[src/rtl/uart_receiver.sv]
// UART receive path: recovers LSB-first frames from an asynchronous rx line, samples mid-bit,
// and hands bytes out on a valid/ready interface with framing and overrun error pulses.
module uart_receiver #(
  parameter int unsigned CLKS_PER_BIT = 1000,
  parameter int unsigned DATA_BITS    = 8
) (
  input  logic                 clk,
  input  logic                 rst_n,
  input  logic                 rx,
  output logic [DATA_BITS-1:0] rx_data,
  output logic                 rx_valid,
  input  logic                 rx_ready,
  output logic                 frame_err,
  output logic                 overrun
);

  localparam int unsigned CntW = $clog2(CLKS_PER_BIT);
  localparam int unsigned IdxW = (DATA_BITS > 1) ? $clog2(DATA_BITS) : 1;
  localparam logic [CntW-1:0] CntLast = CntW'(CLKS_PER_BIT - 1);
  localparam logic [CntW-1:0] CntHalf = CntW'(CLKS_PER_BIT / 2 - 1);
  localparam logic [IdxW-1:0] IdxLast = IdxW'(DATA_BITS - 1);

  typedef enum logic [2:0] {StIdle, StStart, StData, StStop, StBreak} state_e;

  state_e               state_q, state_d;
  logic [CntW-1:0]      cnt_q, cnt_d;
  logic [IdxW-1:0]      idx_q, idx_d;
  logic [DATA_BITS-1:0] shreg_q, shreg_d;
  logic [DATA_BITS-1:0] rx_data_q, rx_data_d;
  logic                 rx_valid_q, rx_valid_d;
  logic                 frame_err_q, frame_err_d;
  logic                 overrun_q, overrun_d;
  logic                 rx_meta_q, rx_s_q;
  logic                 load;
  logic                 out_free;
  logic [DATA_BITS:0]   shift_in;

  // Two-flop synchronizer; resets to the idle line level so reset never looks like a start bit.
  always_ff @(posedge clk or negedge rst_n) begin
    if (!rst_n) begin
      rx_meta_q <= 1'b1;
      rx_s_q    <= 1'b1;
    end else begin
      rx_meta_q <= rx;
      rx_s_q    <= rx_meta_q;
    end
  end

  assign out_free = !rx_valid_q || rx_ready;
  assign shift_in = {rx_s_q, shreg_q};

  always_comb begin
    state_d     = state_q;
    cnt_d       = cnt_q;
    idx_d       = idx_q;
    shreg_d     = shreg_q;
    load        = 1'b0;
    frame_err_d = 1'b0;
    overrun_d   = 1'b0;
    unique case (state_q)
      StIdle: begin
        cnt_d = '0;
        if (!rx_s_q) begin
          state_d = StStart;
        end
      end
      StStart: begin
        cnt_d = cnt_q + CntW'(1);
        if (cnt_q == CntHalf) begin
          // A start bit that is gone by mid-bit is treated as a glitch.
          cnt_d   = '0;
          idx_d   = '0;
          state_d = rx_s_q ? StIdle : StData;
        end
      end
      StData: begin
        cnt_d = cnt_q + CntW'(1);
        if (cnt_q == CntLast) begin
          cnt_d   = '0;
          shreg_d = shift_in[DATA_BITS:1];
          idx_d   = idx_q + IdxW'(1);
          if (idx_q == IdxLast) begin
            state_d = StStop;
          end
        end
      end
      StStop: begin
        cnt_d = cnt_q + CntW'(1);
        if (cnt_q == CntLast) begin
          cnt_d = '0;
          if (rx_s_q) begin
            state_d = StIdle;
            if (out_free) begin
              load = 1'b1;
            end else begin
              overrun_d = 1'b1;
            end
          end else begin
            frame_err_d = 1'b1;
            state_d     = StBreak;
          end
        end
      end
      StBreak: begin
        cnt_d = '0;
        if (rx_s_q) begin
          state_d = StIdle;
        end
      end
      default: begin
        state_d = StIdle;
        cnt_d   = '0;
      end
    endcase
  end

  // A load on the same edge as an accept keeps rx_valid asserted for the new byte.
  always_comb begin
    rx_data_d  = rx_data_q;
    rx_valid_d = rx_valid_q;
    if (load) begin
      rx_data_d  = shreg_q;
      rx_valid_d = 1'b1;
    end else if (rx_valid_q && rx_ready) begin
      rx_valid_d = 1'b0;
    end
  end

  always_ff @(posedge clk or negedge rst_n) begin
    if (!rst_n) begin
      state_q     <= StIdle;
      cnt_q       <= '0;
      idx_q       <= '0;
      shreg_q     <= '0;
      rx_data_q   <= '0;
      rx_valid_q  <= 1'b0;
      frame_err_q <= 1'b0;
      overrun_q   <= 1'b0;
    end else begin
      state_q     <= state_d;
      cnt_q       <= cnt_d;
      idx_q       <= idx_d;
      shreg_q     <= shreg_d;
      rx_data_q   <= rx_data_d;
      rx_valid_q  <= rx_valid_d;
      frame_err_q <= frame_err_d;
      overrun_q   <= overrun_d;
    end
  end

  assign rx_data   = rx_data_q;
  assign rx_valid  = rx_valid_q;
  assign frame_err = frame_err_q;
  assign overrun   = overrun_q;

endmodule
[config.mk]
export PLATFORM = sky130hd
export DESIGN_NAME = uart_receiver
export DESIGN_NICKNAME = d
export VERILOG_FILES = /design/src/rtl/uart_receiver.sv
export SDC_FILE = /design/constraint.sdc
export NUM_CORES = 1
export LEC_CHECK = 0
export CORE_ASPECT_RATIO = 1.75
export CORE_MARGIN = 1.5
export CORE_UTILIZATION = 45
export DETAILED_ROUTE_END_ITERATION = 16
export GPL_ROUTABILITY_DRIVEN = 0
export PLACE_DENSITY = 0.62
export SLEW_MARGIN = 20
export SYNTH_ARGS = -nofsm -noshare
export SYNTH_HDL_FRONTEND = slang
export SYNTH_SLANG_ARGS = --single-unit
[constraint.sdc]
create_clock -name clk -period 2.4 [get_ports clk]
set_clock_uncertainty 0.2 [all_clocks]
set_input_delay 0.24 -clock clk [delete_from_list [all_inputs] [get_ports clk]]
set_output_delay 0.24 -clock clk [all_outputs]
set_load 0.005 [all_outputs]
# Yosys cells after proc, flatten, opt, wreduce, memory -nomap -nowiden
# Cells that the tools add are included.
# totals
ff_bits	37
ram_bits	0
in_bits	4
mem_bits_ro	0
latch_bits	0
out_inout_bits	11
elab_cells	63
mem_count	0
# classes
reduce_logical	10
add_sub_neg	2
mux	28
order_cmp	0
n_mul	0
bitwise_logic	0
shift	0
eq_ne	13
div	0
# ops
cell	count
$mux W3	9
$mux W10	2
$pmux W10 S2	1
$pmux W3 S5	1
$mux W1	13
$ne A2 B2 Y1 const B	6
$add A10 B1 Y10 const B	1
$eq A10 B10 Y1 const B	1
$eq A10 B9 Y1 const B	1
$eq A3 B2 Y1 const B	2
$eq A3 B3 Y1 const B	2
$pmux W3 S2	1
$reduce_and A6 Y1	1
$reduce_bool A2 Y1	2
$add A3 B1 Y3 const B	1
$eq A3 B1 Y1 const B	1
$logic_not A3 Y1	1
$reduce_and A3 Y1	1
$mux W2	1
$reduce_and A2 Y1	1
$reduce_or A2 Y1	1
$logic_and A1 B1 Y1	1
$logic_not A1 Y1	1
$logic_or A1 B1 Y1	1

# Longest topological paths before layout
# logic_depth
ltp_word	7
ltp_mapped	6
depth_no_buf	5

# Least setup slack after synthesis
# No wires, ideal clock.
# synth_timing
path_type	register to register
start	register cnt_q[0]
end	register rx_data_q[0] (netlist: rx_data[0])
t_required_ns	2.075
path_slack_ns	0.313
path_buffers	0
arrival_ns	1.763
synth_period_minus_slack_ns	2.087
path_stages_with_launch	6
setup_ns	0.125
cell_sequence	dfrtp_1 > ha_1 > and2_1 > nand2_1 > nor4_4 > mux2_2
# synth_between
elab_chain_len	3
# synth_lines
item	line_no	rtl
start: declaration	26	logic [CntW-1:0] cnt_q, cnt_d;
start signal: assignment	141	cnt_q <= cnt_d;
$eq A10 B10 Y1	89	if (cnt_q == CntLast) begin
$mux W1	89	
$mux W1	60	unique case (state_q)
end signal: assignment	144	rx_data_q <= rx_data_d;
end: declaration	29	logic [DATA_BITS-1:0] rx_data_q, rx_data_d;
# Every way passes these cells.
# A chain may end at the register's enable or synchronous reset.

# Final worst setup path
# layout_timing
start	register cnt_q[0]
end	register rx_data_q[1] (netlist: rx_data[1])
# The elaborated chain is that of the path after synthesis.

==> impl_metrics.yaml <==
run_status:
  status: "finished clean"
floorplanning:
  die_w_um: 48.9
  fp.dieH_um: 83.3
  core_area_um2: 3560
  initial_core_util: 0.466
  dieArea_um2: 4070
  num_rows: 29
  ios: 15
power:
  finalPower_mw: 1.19
  share_comb_of_total_power: 0.016
  leakagePower_nw: 0.891
  power-per-cell-area_nw_per_um2: 605
  p_sw_frac: 0.185
  p_clk_frac: 0.456
  power_switching_mw: 0.220
  seqPwrFrac: 0.527
  power.internal_mw: 0.971
  irDropWorstVdd_uv: 513
critical_path:
  required_ns: 2.37
  slowest_stage: "dfrtp_1"
  crit_path_start_kind: "register"
  worstRegToRegCells: 6
  r2r_slack_ns: 0.23
  r2r_end: "rx_data[1]"
  critical-path-max-stage-delay_ns: 0.41
  path_cells: "ha_1, and2_1, nand2_1, nor4_4, buf_4, mux2_2"
  crit_family: "simple AND/OR/NAND/NOR gates"
  critPathMaxFanout: 8
  rr_startpoint: "cnt_q[0]"
  critPathKind: "reg2reg"
  arrival_ns: 2.14
  critPathCaptureType: "register"
  critPathBufInv: 1
layout:
  final_cells: 199
  fin_nets: 159
  stdcell_area_um2: 1970
  diodes: 0
  filler_cell_count: 323
  final_common_cell: "dfrtp_1"
  drive_gt1_frac: 0.229
  multiInputGateArea_um2: 688
  syn_to_final_growth_pct: 18.8
  final_cell_mix: "35 x dfrtp_1, 16 x mux2_2, 14 x clkdlybuf4s50_1, 9 x a21oi_1, 7 x nor2_1"
  seqCellArea_um2: 928
  finish.utilization: 0.553
routing:
  top_layer_used: "met4"
  wl_met3_um: 115
  wl_mm: 3.08
  routedLengthMet1_mm: 1.11
  antenna_left: 0
  num_vias: 1089
  wl_met2_mm: 1.79
  wl_per_cell_um: 15.5
  viasPerCell: 5.47
  drt_iter0_drc: 22
  drc: 0
  dr.pass1.iters: 4
synthesis:
  ys_types: 41
  synth-edff-count: 0
  async_reset_ff_frac: 1.00
  ys.flop_type: "dfrtp_1"
  synth_fp_nets: 140
  yosysSeqAreaShare: 0.560
  synth_cells: 133
  synth_area_um2: 1660
  yosys_warnings: 0
  avgSynthCellArea_um2: 12.5
  synth-seq-cells: 37
sta:
  worst_pin_slew_ns: 0.456
  slew_headroom: 0.696
  drv_slew: 0
  rsz0062_at_grt: "false"
  finalHoldViolCount: 0
  setup_tns_ns: 0
  hold_slack_ns: 0.154
  post-route-period-util: 0.903
  setup_viol: 0
  clock.fmax_mhz: 462
  fin_crit_ns: 2.17
  worst_slack_ns: 0.234
clock_tree:
  root_buffer: "clkbuf_8"
  clockBufferDepth: 2
  ctsResizeCount: 0
  cts_setup_buffers: 0
  tritoncts: "built"
  htreeDepth: 2
  insertion_delay_ns: 0.29
  clk_pin_slew_worst_paths_ns: 0.07
  cts_made_buffers: 5
  cts_sinks: 37
  ctsHoldBuffers: 0
hold_path:
  hold-path-endpoint: "rx_meta_q"
  min_from: "rx"
  hold_path_class: "in2reg"
  hold_path_depth: 1
grt:
  grt_max_degree: 38
  grt_overflow_total: 0
  grt_pass1_vias: 1169
  grt_usage: 0.177
  grt_pass1_wl_mm: 5.37
  antenna_found_initial: 0
place:
  io_buffer_count: 14
  dpl_worst_slack_ns: 0.233
  placed_cell_area_um2: 1850
  dp_hpwl_mm: 2.24
  dp_cells: 191
flow_run:
  timing.max_cap.violations: 0
[synthesized netlist by cell type (all sizes together) (2+ instances only)]
master,number,area [um^2]
a21oi,9,45.0
nor2b,2,12.5
xnor2,6,52.6
dfstp,2,52.6
xor2,2,17.5
nand2b,3,26.3
a22o,2,17.5
nor4,2,27.5
nand2,5,18.8
nand3,6,30.0
clkbuf,2,7.51
or3,2,12.5
buf,4,25.0
ha,3,37.5
mux2i,2,20.0
mux2,17,191
nor2,7,26.3
dfrtp,35,876
inv,2,7.50
nor3,4,25.0
nand4,2,12.5
[sequential cells by signal (all words and copies together), names as in the netlist, 3 cells and up]
register and count:
rx_data 8, state_q 3, shreg_q 8, cnt_q 10, idx_q 3
[power groups by stage]
| stage | Combinational (mW) | Clock (mW) | Sequential [mW] |
|---|---|---|---|
| after detailed placement | 0.0207 | 0 | 0.640 |
| after floorplan | 0.00209 | 0 | 0.640 |
| after global routing | 0.0235 | 0.594 | 0.628 |
| after global placement | 0.0201 | 0 | 0.640 |
| after CTS | 0.0206 | 0.561 | 0.628 |
| final | 0.0195 | 0.544 | 0.628 |
[cell families after synthesis]
logic type	count (synthesis)	synth area share
AO/OA/AOI/OAI	19	0.0763
XOR/XNOR	8	0.0423
adder cells (fa/ha/maj)	3	0.0227
buffers and inverters	8	0.0242
flip-flops	37	0.560
multiplexers	19	0.128
AND/OR/NAND/NOR	39	0.147
[final cells by class]
type                       instances  share of cell area
multi-input combinational         88               0.350
clock buffer                       7              0.0439
tap                               46              0.0292
timing repair buffer              18              0.0865
clock inverter                     1              0.0153
sequential                        37               0.472
inverter                           2             0.00381
[metal layers]
layer	global-route usage	vias up
li1	-	512
met3	0.0450	5
met1	0.175	551
met4	0.0857	0
met5	0	-
met2	0.329	21
[worst max path at each step]
| stage | from | to | slack [ns] | depth (start not counted) |
|---|---|---|---|---|
| finish | cnt_q[0] | rx_data[1] | 0.23 | 6 |
| detailed placement | cnt_q[0] | rx_data[2] | 0.23 | 6 |
| global placement | cnt_q[0] | rx_data[5] | 0.33 | 6 |
| global route | cnt_q[0] | rx_data[5] | 0.11 | 6 |
| CTS | cnt_q[0] | rx_data[2] | 0.23 | 6 |
| floorplan | cnt_q[0] | rx_data[0] | 0.31 | 5 |
[worst reg2reg max path, stage by stage (launching register included)]
cell	delay [ns]
dfrtp_1	0.41
ha_1	0.27
and2_1	0.21
nand2_1	0.13
nor4_4	0.28
buf_4	0.21
mux2_2	0.35
No activity file was read; power rests on OpenSTA's default activity.
